**config.mk**
```make
export PLATFORM = sky130hd
export DESIGN_NAME = control_sequencer
export DESIGN_NICKNAME = d
export VERILOG_FILES = /design/src/rtl/control_sequencer_pkg.sv /design/src/rtl/control_sequencer_reg_decode.sv /design/src/rtl/control_sequencer.sv
export SDC_FILE = /design/constraint.sdc
export NUM_CORES = 1
export LEC_CHECK = 0
export CELL_PAD_IN_SITES_DETAIL_PLACEMENT = 1
export CELL_PAD_IN_SITES_GLOBAL_PLACEMENT = 2
export CORE_ASPECT_RATIO = 0.6
export CORE_MARGIN = 2
export CORE_UTILIZATION = 16
export DETAILED_ROUTE_END_ITERATION = 10
export GPL_ROUTABILITY_DRIVEN = 0
export GPL_TIMING_DRIVEN = 0
export HOLD_SLACK_MARGIN = 0.12
export PLACE_DENSITY_LB_ADDON = 0.1
export SETUP_SLACK_MARGIN = 0.02
export SYNTH_ARGS = -nofsm -noshare
export SYNTH_HDL_FRONTEND = slang
export SYNTH_HIERARCHICAL = 1
export SYNTH_SLANG_ARGS = --single-unit
```
**constraint.sdc**
```tcl
create_clock -name Clock -period 12 [get_ports Clock]
set_input_delay 2.4 -clock Clock [delete_from_list [all_inputs] [get_ports Clock]]
set_output_delay 2.4 -clock Clock [all_outputs]
set_load 0.02 [all_outputs]
```
**src/rtl/control_sequencer_pkg.sv**
```systemverilog
// Shared encodings for the control sequencer: states, opcodes, IR field positions, control bundle.
// Pure declarations and decode helpers; no timing or flow control of its own.
package control_sequencer_pkg;

   typedef enum logic [3:0] {
      ST_IDLE = 4'd0,
      ST_T0   = 4'd1,
      ST_T1   = 4'd2,
      ST_T2   = 4'd3,
      ST_T3   = 4'd4,
      ST_T4   = 4'd5,
      ST_T5   = 4'd6,
      ST_T6   = 4'd7,
      ST_HALT = 4'd8
   } state_t;

   localparam int OPC_MSB = 31;
   localparam int OPC_LSB = 27;
   localparam int RA_MSB  = 26;
   localparam int RA_LSB  = 23;
   localparam int RB_MSB  = 22;
   localparam int RB_LSB  = 19;
   localparam int RC_MSB  = 18;
   localparam int RC_LSB  = 15;

   localparam logic [4:0] OPC_ADD  = 5'b00011;
   localparam logic [4:0] OPC_SUB  = 5'b00100;
   localparam logic [4:0] OPC_AND  = 5'b00101;
   localparam logic [4:0] OPC_OR   = 5'b00110;
   localparam logic [4:0] OPC_SHR  = 5'b00111;
   localparam logic [4:0] OPC_SHRA = 5'b01000;
   localparam logic [4:0] OPC_SHL  = 5'b01001;
   localparam logic [4:0] OPC_ROR  = 5'b01010;
   localparam logic [4:0] OPC_ROL  = 5'b01011;
   localparam logic [4:0] OPC_MUL  = 5'b01111;
   localparam logic [4:0] OPC_DIV  = 5'b10000;
   localparam logic [4:0] OPC_NEG  = 5'b10001;
   localparam logic [4:0] OPC_NOT  = 5'b10010;

   localparam int ALU_W    = 13;
   localparam int ALU_ADD  = 0;
   localparam int ALU_SUB  = 1;
   localparam int ALU_AND  = 2;
   localparam int ALU_OR   = 3;
   localparam int ALU_SHR  = 4;
   localparam int ALU_SHRA = 5;
   localparam int ALU_SHL  = 6;
   localparam int ALU_ROR  = 7;
   localparam int ALU_ROL  = 8;
   localparam int ALU_MUL  = 9;
   localparam int ALU_DIV  = 10;
   localparam int ALU_NEG  = 11;
   localparam int ALU_NOT  = 12;

   // Execute-phase shape of an instruction; drives the T3..T6 schedule.
   typedef enum logic [1:0] {
      CLS_ILLEGAL = 2'd0,
      CLS_TRIADIC = 2'd1,
      CLS_UNARY   = 2'd2,
      CLS_MULDIV  = 2'd3
   } op_class_t;

   typedef struct packed {
      logic             pc_out;
      logic             mdr_out;
      logic             zhigh_out;
      logic             zlow_out;
      logic             hi_out;
      logic             lo_out;
      logic             pc_in;
      logic             mar_in;
      logic             mdr_in;
      logic             ir_in;
      logic             z_in;
      logic             y_in;
      logic             hi_in;
      logic             lo_in;
      logic             inc_pc;
      logic             read;
      logic [ALU_W-1:0] alu;
      logic             rout_en;
      logic [3:0]       rout_idx;
      logic             rin_en;
      logic [3:0]       rin_idx;
      logic             done;
      logic             halted;
   } ctl_t;

   function automatic op_class_t op_class(input logic [4:0] opc);
      case (opc)
         OPC_ADD, OPC_SUB, OPC_AND, OPC_OR, OPC_SHR,
         OPC_SHRA, OPC_SHL, OPC_ROR, OPC_ROL:  op_class = CLS_TRIADIC;
         OPC_NEG, OPC_NOT:                     op_class = CLS_UNARY;
         OPC_MUL, OPC_DIV:                     op_class = CLS_MULDIV;
         default:                              op_class = CLS_ILLEGAL;
      endcase
   endfunction

   function automatic logic [ALU_W-1:0] alu_select(input logic [4:0] opc);
      alu_select = '0;
      case (opc)
         OPC_ADD:  alu_select[ALU_ADD]  = 1'b1;
         OPC_SUB:  alu_select[ALU_SUB]  = 1'b1;
         OPC_AND:  alu_select[ALU_AND]  = 1'b1;
         OPC_OR:   alu_select[ALU_OR]   = 1'b1;
         OPC_SHR:  alu_select[ALU_SHR]  = 1'b1;
         OPC_SHRA: alu_select[ALU_SHRA] = 1'b1;
         OPC_SHL:  alu_select[ALU_SHL]  = 1'b1;
         OPC_ROR:  alu_select[ALU_ROR]  = 1'b1;
         OPC_ROL:  alu_select[ALU_ROL]  = 1'b1;
         OPC_MUL:  alu_select[ALU_MUL]  = 1'b1;
         OPC_DIV:  alu_select[ALU_DIV]  = 1'b1;
         OPC_NEG:  alu_select[ALU_NEG]  = 1'b1;
         OPC_NOT:  alu_select[ALU_NOT]  = 1'b1;
         default:  alu_select = '0;
      endcase
   endfunction

endpackage

```
**src/rtl/control_sequencer_reg_decode.sv**
```systemverilog
// Register-file select decoder: 4-bit index plus enable to a 16-bit one-hot (all zero when disabled).
// Purely combinational, zero latency; no flow control.
module reg_decode (
   input  logic [3:0]  idx,
   input  logic        en,
   output logic [15:0] onehot
);

   always_comb begin
      onehot = '0;
      if (en) begin
         onehot[idx] = 1'b1;
      end
   end

endmodule

```
**src/rtl/control_sequencer.sv**
```systemverilog
// Hardwired control unit: fetch T0-T2, opcode-shaped execute T3-T6, sticky HALT on an illegal opcode.
// Latency 5-7 cycles per instruction; no backpressure, Run is sampled in IDLE and Stop at the Done step.
module control_sequencer
   import control_sequencer_pkg::*;
(
   input  logic        Clock,
   input  logic        Clear,
   input  logic        Run,
   input  logic        Stop,
   input  logic [31:0] IR,
   output logic        PCout,
   output logic        MDRout,
   output logic        Zhighout,
   output logic        Zlowout,
   output logic        HIout,
   output logic        LOout,
   output logic        PCin,
   output logic        MARin,
   output logic        MDRin,
   output logic        IRin,
   output logic        Zin,
   output logic        Yin,
   output logic        HIin,
   output logic        LOin,
   output logic        IncPC,
   output logic        Read,
   output logic        ADD,
   output logic        SUB,
   output logic        AND,
   output logic        OR,
   output logic        SHR,
   output logic        SHRA,
   output logic        SHL,
   output logic        ROR,
   output logic        ROL,
   output logic        MUL,
   output logic        DIV,
   output logic        NEG,
   output logic        NOT,
   output logic [15:0] Rout,
   output logic [15:0] Rin,
   output logic        Done,
   output logic        Halted
);

   state_t     state;
   state_t     state_nxt;
   ctl_t       ctl;
   logic [4:0] opc;
   logic [3:0] ra;
   logic [3:0] rb;
   logic [3:0] rc;
   op_class_t  cls;
   logic       ir_unused;

   assign opc       = IR[OPC_MSB:OPC_LSB];
   assign ra        = IR[RA_MSB:RA_LSB];
   assign rb        = IR[RB_MSB:RB_LSB];
   assign rc        = IR[RC_MSB:RC_LSB];
   assign cls       = op_class(opc);
   assign ir_unused = ^IR[RC_LSB-1:0];

   always_ff @(posedge Clock or negedge Clear) begin
      if (!Clear) begin
         state <= ST_IDLE;
      end else begin
         state <= state_nxt;
      end
   end

   // Outputs depend only on state and IR; IR is trusted from T3 onward.
   always_comb begin
      ctl       = '0;
      state_nxt = state;
      case (state)
         ST_IDLE: begin
            if (Run) state_nxt = ST_T0;
         end
         ST_T0: begin
            ctl.pc_out = 1'b1;
            ctl.mar_in = 1'b1;
            ctl.inc_pc = 1'b1;
            ctl.z_in   = 1'b1;
            state_nxt  = ST_T1;
         end
         ST_T1: begin
            ctl.zlow_out = 1'b1;
            ctl.pc_in    = 1'b1;
            ctl.read     = 1'b1;
            ctl.mdr_in   = 1'b1;
            state_nxt    = ST_T2;
         end
         ST_T2: begin
            ctl.mdr_out = 1'b1;
            ctl.ir_in   = 1'b1;
            state_nxt   = ST_T3;
         end
         ST_T3: begin
            case (cls)
               CLS_TRIADIC: begin
                  ctl.rout_en  = 1'b1;
                  ctl.rout_idx = rb;
                  ctl.y_in     = 1'b1;
                  state_nxt    = ST_T4;
               end
               CLS_UNARY: begin
                  ctl.rout_en  = 1'b1;
                  ctl.rout_idx = rb;
                  ctl.alu      = alu_select(opc);
                  ctl.z_in     = 1'b1;
                  state_nxt    = ST_T4;
               end
               CLS_MULDIV: begin
                  ctl.rout_en  = 1'b1;
                  ctl.rout_idx = ra;
                  ctl.y_in     = 1'b1;
                  state_nxt    = ST_T4;
               end
               default: state_nxt = ST_HALT;
            endcase
         end
         ST_T4: begin
            case (cls)
               CLS_TRIADIC: begin
                  ctl.rout_en  = 1'b1;
                  ctl.rout_idx = rc;
                  ctl.alu      = alu_select(opc);
                  ctl.z_in     = 1'b1;
                  state_nxt    = ST_T5;
               end
               CLS_UNARY: begin
                  ctl.zlow_out = 1'b1;
                  ctl.rin_en   = 1'b1;
                  ctl.rin_idx  = ra;
                  ctl.done     = 1'b1;
                  state_nxt    = Stop ? ST_IDLE : ST_T0;
               end
               CLS_MULDIV: begin
                  ctl.rout_en  = 1'b1;
                  ctl.rout_idx = rb;
                  ctl.alu      = alu_select(opc);
                  ctl.z_in     = 1'b1;
                  state_nxt    = ST_T5;
               end
               default: state_nxt = ST_HALT;
            endcase
         end
         ST_T5: begin
            case (cls)
               CLS_TRIADIC: begin
                  ctl.zlow_out = 1'b1;
                  ctl.rin_en   = 1'b1;
                  ctl.rin_idx  = ra;
                  ctl.done     = 1'b1;
                  state_nxt    = Stop ? ST_IDLE : ST_T0;
               end
               CLS_MULDIV: begin
                  ctl.zlow_out = 1'b1;
                  ctl.lo_in    = 1'b1;
                  state_nxt    = ST_T6;
               end
               default: state_nxt = ST_HALT;
            endcase
         end
         ST_T6: begin
            if (cls == CLS_MULDIV) begin
               ctl.zhigh_out = 1'b1;
               ctl.hi_in     = 1'b1;
               ctl.done      = 1'b1;
               state_nxt     = Stop ? ST_IDLE : ST_T0;
            end else begin
               state_nxt = ST_HALT;
            end
         end
         ST_HALT: begin
            ctl.halted = 1'b1;
         end
         default: state_nxt = ST_IDLE;
      endcase
   end

   reg_decode u_rout_dec (
      .idx    (ctl.rout_idx),
      .en     (ctl.rout_en),
      .onehot (Rout)
   );

   reg_decode u_rin_dec (
      .idx    (ctl.rin_idx),
      .en     (ctl.rin_en),
      .onehot (Rin)
   );

   assign PCout    = ctl.pc_out;
   assign MDRout   = ctl.mdr_out;
   assign Zhighout = ctl.zhigh_out;
   assign Zlowout  = ctl.zlow_out;
   assign HIout    = ctl.hi_out;
   assign LOout    = ctl.lo_out;
   assign PCin     = ctl.pc_in;
   assign MARin    = ctl.mar_in;
   assign MDRin    = ctl.mdr_in;
   assign IRin     = ctl.ir_in;
   assign Zin      = ctl.z_in;
   assign Yin      = ctl.y_in;
   assign HIin     = ctl.hi_in;
   assign LOin     = ctl.lo_in;
   assign IncPC    = ctl.inc_pc;
   assign Read     = ctl.read;
   assign ADD      = ctl.alu[ALU_ADD];
   assign SUB      = ctl.alu[ALU_SUB];
   assign AND      = ctl.alu[ALU_AND];
   assign OR       = ctl.alu[ALU_OR];
   assign SHR      = ctl.alu[ALU_SHR];
   assign SHRA     = ctl.alu[ALU_SHRA];
   assign SHL      = ctl.alu[ALU_SHL];
   assign ROR      = ctl.alu[ALU_ROR];
   assign ROL      = ctl.alu[ALU_ROL];
   assign MUL      = ctl.alu[ALU_MUL];
   assign DIV      = ctl.alu[ALU_DIV];
   assign NEG      = ctl.alu[ALU_NEG];
   assign NOT      = ctl.alu[ALU_NOT];
   assign Done     = ctl.done;
   assign Halted   = ctl.halted;

endmodule

```
==> flow_summary.html <==
<table>
<tr><th>Metric</th><th>Value</th></tr>
<tr><th colspan="2">Yosys</th></tr>
<tr><td>Top area cells in the synthesized netlist</td><td>sky130_fd_sc_hd__nor2_1, sky130_fd_sc_hd__dfrtp_1, sky130_fd_sc_hd__nor3_1</td></tr>
<tr><td>Synthesized area per cell</td><td>~6.6 um2</td></tr>
<tr><td>Cell types with the highest counts after synthesis</td><td>sky130_fd_sc_hd__nor2_1, sky130_fd_sc_hd__nor3_1, sky130_fd_sc_hd__nand2_1</td></tr>
<tr><td>Ys Warns</td><td>6</td></tr>
<tr><td>Fraction of post-synthesis cell area in the top cell type by area</td><td>0.1053</td></tr>
<tr><td>Count of unique library cells instantiated by Yosys</td><td>45</td></tr>
<tr><td>Most instantiated library cell after synthesis</td><td>sky130_fd_sc_hd__nor2_1</td></tr>
<tr><td>Post-synthesis sequential area ratio</td><td>0.08511</td></tr>
<tr><td>Post-synthesis instance area</td><td>about 1200 um2</td></tr>
<tr><td>Synthesized netlist cell count</td><td>between 150 and 200</td></tr>
<tr><td>Number of flops mapped to enable cells by yosys</td><td>0</td></tr>
<tr><td>Proportion of synthesized flip-flops having asynchronous set or reset</td><td>1.000</td></tr>
<tr><td>FF+latch count, synth</td><td>4</td></tr>
<tr><td>Library cell with the largest summed area after synthesis</td><td>sky130_fd_sc_hd__nor2_1</td></tr>
<tr><td>Main flop type after synthesis</td><td>sky130_fd_sc_hd__dfrtp_1</td></tr>
<tr><th colspan="2">Critical path</th></tr>
<tr><td>Critical path data required time</td><td>9.60 ns</td></tr>
<tr><td>Origin of the worst setup path</td><td>IR[31]</td></tr>
<tr><td>Critical path launch point type</td><td>input pin</td></tr>
<tr><td>Worst endpoint data arrival time</td><td>about 6.3 ns</td></tr>
<tr><td>Worst flop-to-flop path startpoint</td><td>state[2]</td></tr>
<tr><td>Critical path capture point type</td><td>output pin</td></tr>
<tr><td>Worst Path Class, Setup</td><td>in2out</td></tr>
<tr><td>Critical path fanouts, max</td><td>10</td></tr>
<tr><th colspan="2">Route</th></tr>
<tr><td>Number of nets with antenna violations after routing</td><td>0</td></tr>
<tr><td>Detailed-route wire length</td><td>approximately 5400 um</td></tr>
<tr><td>Post-route DRC</td><td>0</td></tr>
<tr><td>Mean routed wirelength per cell</td><td>between 15 and 20 um</td></tr>
<tr><td>First-iteration detailed-routing DRC count</td><td>80</td></tr>
<tr><td>Vias per Instance</td><td>around 4.5</td></tr>
<tr><td>Number of detailed-route iterations in the first pass</td><td>4</td></tr>
<tr><td>Vias</td><td>1590</td></tr>
<tr><th colspan="2">Global route</th></tr>
<tr><td>Vias in the first global route</td><td>approximately 1.6k</td></tr>
<tr><td>Global Route met2 Usage</td><td>0.1696</td></tr>
<tr><td>Global-route congestion overflow total</td><td>0</td></tr>
<tr><td>Met1 Track Usage GR</td><td>0.2316</td></tr>
<tr><td>Overall routing resource usage</td><td>0.1345</td></tr>
<tr><td>Number of antenna violations at the first check in global routing</td><td>0</td></tr>
<tr><td>Most used routing layer in global routing</td><td>met1</td></tr>
<tr><td>Pin count of the biggest net entering global routing</td><td>11</td></tr>
<tr><td>First-pass GRT wire length</td><td>approximately 8700 um</td></tr>
<tr><td>Global-route met3 utilization</td><td>0.01649</td></tr>
<tr><th colspan="2">Pwr</th></tr>
<tr><td>Worst ir drop on vdd</td><td>0.04270 mV</td></tr>
<tr><td>Switching share of total power</td><td>0.4508</td></tr>
<tr><td>PD cells</td><td>between 100 and 150 nW/um2</td></tr>
<tr><td>Cell-internal power</td><td>between 0.1 and 0.15 mW</td></tr>
<tr><td>Combinational group share of total power</td><td>0.680</td></tr>
<tr><td>Switching Power</td><td>about 0.11 mW</td></tr>
<tr><td>Sequential share of power</td><td>0.114</td></tr>
<tr><td>Clock network power share</td><td>0.207</td></tr>
<tr><td>Leakage power of the design</td><td>between 0.7 and 0.8 nW</td></tr>
<tr><th colspan="2">Placed design</th></tr>
<tr><td>Worst setup slack before clock tree synthesis</td><td>3.319 ns</td></tr>
<tr><td>Port-buffer cells</td><td>79</td></tr>
<tr><td>Post-detailed-placement cell area</td><td>around 2100 um2</td></tr>
<tr><td>Dpl hpwl</td><td>4606 um</td></tr>
<tr><td>Cells after DPL</td><td>around 350</td></tr>
<tr><th colspan="2">Cells and area</th></tr>
<tr><td>Core occupancy in the finished layout</td><td>0.3009</td></tr>
<tr><td>Largest registers ranked by flip-flop count</td><td>state (4)</td></tr>
<tr><td>Cell Count, Final, Fillers Out</td><td>roughly 350</td></tr>
<tr><td>Register name with the most flops</td><td>state</td></tr>
<tr><td>Layout overhead on the synthesized area</td><td>83.62%</td></tr>
<tr><td>Max FFs per register</td><td>4</td></tr>
<tr><td>Post-layout net count</td><td>~300</td></tr>
<tr><td>Final standard cell area without fillers</td><td>between 2000 and 2500 um2</td></tr>
<tr><td>Fraction of layout instances using a drive strength above 1</td><td>0.1073</td></tr>
<tr><td>Diode insertion count for antenna repair</td><td>0</td></tr>
<tr><th colspan="2">Clock network</th></tr>
<tr><td>TritonCTS clock tree</td><td>built</td></tr>
<tr><td>Post-CTS Hold Buffers</td><td>0</td></tr>
<tr><td>Number of levels the H-tree was split into</td><td>1</td></tr>
<tr><td>Clk Tree Root Cell</td><td>sky130_fd_sc_hd__clkbuf_16</td></tr>
<tr><td>Clock slew at reported path FFs</td><td>0.03 ns</td></tr>
<tr><td>Number of resized instances in the post-cts repair step</td><td>0</td></tr>
<tr><td>Setup fix buffers added after clock tree synthesis</td><td>0</td></tr>
<tr><td>Maximum root-to-sink buffer count</td><td>2</td></tr>
<tr><td>Number of sinks on the clock net</td><td>4</td></tr>
<tr><td>TritonCTS buffer count</td><td>3</td></tr>
<tr><td>Source-to-sink clock delay at the later pin of the worst-skew pair</td><td>approximately 0.22 ns</td></tr>
<tr><th colspan="2">Floorplanning</th></tr>
<tr><td>Die footprint</td><td>between 8000 and 9000 um2</td></tr>
<tr><td>Core Box Area</td><td>roughly 7200 um2</td></tr>
<tr><td>Num ports</td><td>99</td></tr>
<tr><td>Die width</td><td>about 110 um</td></tr>
<tr><td>Initial core utilization</td><td>0.1639</td></tr>
<tr><td>Row cnt</td><td>24</td></tr>
<tr><td>Die Y</td><td>~70 um</td></tr>
<tr><th colspan="2">Min path</th></tr>
<tr><td>Tightest Hold Check Type</td><td>reg2reg</td></tr>
<tr><td>Min-delay src</td><td>state[3]</td></tr>
<tr><th colspan="2">STA</th></tr>
<tr><td>Setup ws final</td><td>3.330 ns</td></tr>
<tr><td>Max Transition Viols Final</td><td>0</td></tr>
<tr><td>Final hold vios</td><td>0</td></tr>
<tr><td>Timing-limited maximum frequency</td><td>around 120 MHz</td></tr>
<tr><td>Final worst clock skew</td><td>a little over 0.002 ns</td></tr>
<tr><td>Final setup viols</td><td>0</td></tr>
<tr><td>RSZ-0062 raised after global routing</td><td>no</td></tr>
<tr><td>Slew of the pin with the lowest slew margin</td><td>0.5910 ns</td></tr>
<tr><td>Worst-case headroom to the max-slew limit</td><td>0.6034</td></tr>
<tr><td>Fin crit period</td><td>around 8.7 ns</td></tr>
<tr><td>Sum Neg Setup Slack</td><td>0 ns</td></tr>
<tr><td>Period utilisation layout</td><td>0.7225</td></tr>
<tr><th colspan="2">Outcome</th></tr>
<tr><td>Result of the run</td><td>finished, final reports clean</td></tr>
<tr><th colspan="2">Job</th></tr>
<tr><td>Max cap viols</td><td>0</td></tr>
</table>
[cells in the final DEF, fill, tap and decap left out, types with 6 or more instances in the layout]
cell and count:
sky130_fd_sc_hd__a22oi_1 9, sky130_fd_sc_hd__o21ai_0 7, sky130_fd_sc_hd__nand3b_1 6, sky130_fd_sc_hd__nor2_1 33
sky130_fd_sc_hd__nand2_1 10, sky130_fd_sc_hd__and2_1 6, sky130_fd_sc_hd__buf_4 8, sky130_fd_sc_hd__clkdlybuf4s50_1 79
sky130_fd_sc_hd__inv_1 7, sky130_fd_sc_hd__nor3_1 15, sky130_fd_sc_hd__nand2b_1 9
[final timing paths]
check	cells after the start	slack, ns	end
setup / recovery	11	3.33	Rout[11]
hold / removal	1	0.62	state[1]
setup reg to reg	4	10.35	state[0]
hold reg to reg	1	0.62	state[1]
max in group asynchronous	1	9.45	state[0]
min in group asynchronous	1	2.38	state[1]
[worst max-delay path: stages]
cell,delay (ns)
sky130_fd_sc_hd__clkdlybuf4s50_1,0.63
sky130_fd_sc_hd__or4b_4,0.51
sky130_fd_sc_hd__a21oi_4,0.24
sky130_fd_sc_hd__or2_2,0.20
sky130_fd_sc_hd__ha_1,0.23
sky130_fd_sc_hd__clkbuf_1,0.38
sky130_fd_sc_hd__a22oi_1,0.16
sky130_fd_sc_hd__o22ai_1,0.52
sky130_fd_sc_hd__nand2_1,0.21
sky130_fd_sc_hd__nor2_1,0.16
sky130_fd_sc_hd__clkdlybuf4s50_1,0.63
[metal layers]
layer  up-vias  routed length, um  share of wire
met1       750               3104           0.57
met2        42               2077           0.38
met5         -                  0              0
met3         0                245          0.045
li1        798                  -              -
met4         0                  0              0
[cells by family (layout without fill, tap and decap cells)]
logic type | Yosys count | count (layout) | share of synthesized area
AO/OA/AOI/OAI | 35 | 35 | 0.2170
adder cells (fa/ha/maj) | 5 | 5 | 0.05319
buffers and inverters | 20 | 102 | 0.09681
flip-flops | 4 | 4 | 0.08511
multiplexers | 1 | 1 | 0.008511
other | 1 | 2 | 0.003188
AND/OR/NAND/NOR | 112 | 112 | 0.5362
[power groups by stage]
stage	Clock [mW]	Sequential (mW)	Combinational (mW)
floorplan	0	0.0250	0.104
global placement	0	0.0285	0.173
detailed placement	0	0.0281	0.171
finish	0.0519	0.0285	0.171
CTS	0.0530	0.0281	0.171
global route	0.0542	0.0292	0.185
[metrics by stage]
step	hold slack [ns]	power [mW]
2_1_floorplan	0.4981	0.1288
3_3_place_gp	0.6223	0.2011
3_5_place_dp	0.5976	0.1993
4_1_cts	0.6063	0.2523
5_1_grt	0.6396	0.2685
6_report	0.6189	0.2511
[area by class of cell]
cell class	instances	area [um2]
Fill cell	873	5017
Multi-Input combinational cell	155	965.9
Timing Repair Buffer	79	790.8
Tap cell	91	113.9
Sequential cell	4	100.1
Buffer	13	87.58
Clock buffer	3	75.07
Inverter	7	26.28
No activity file was read; power rests on OpenSTA's default activity.
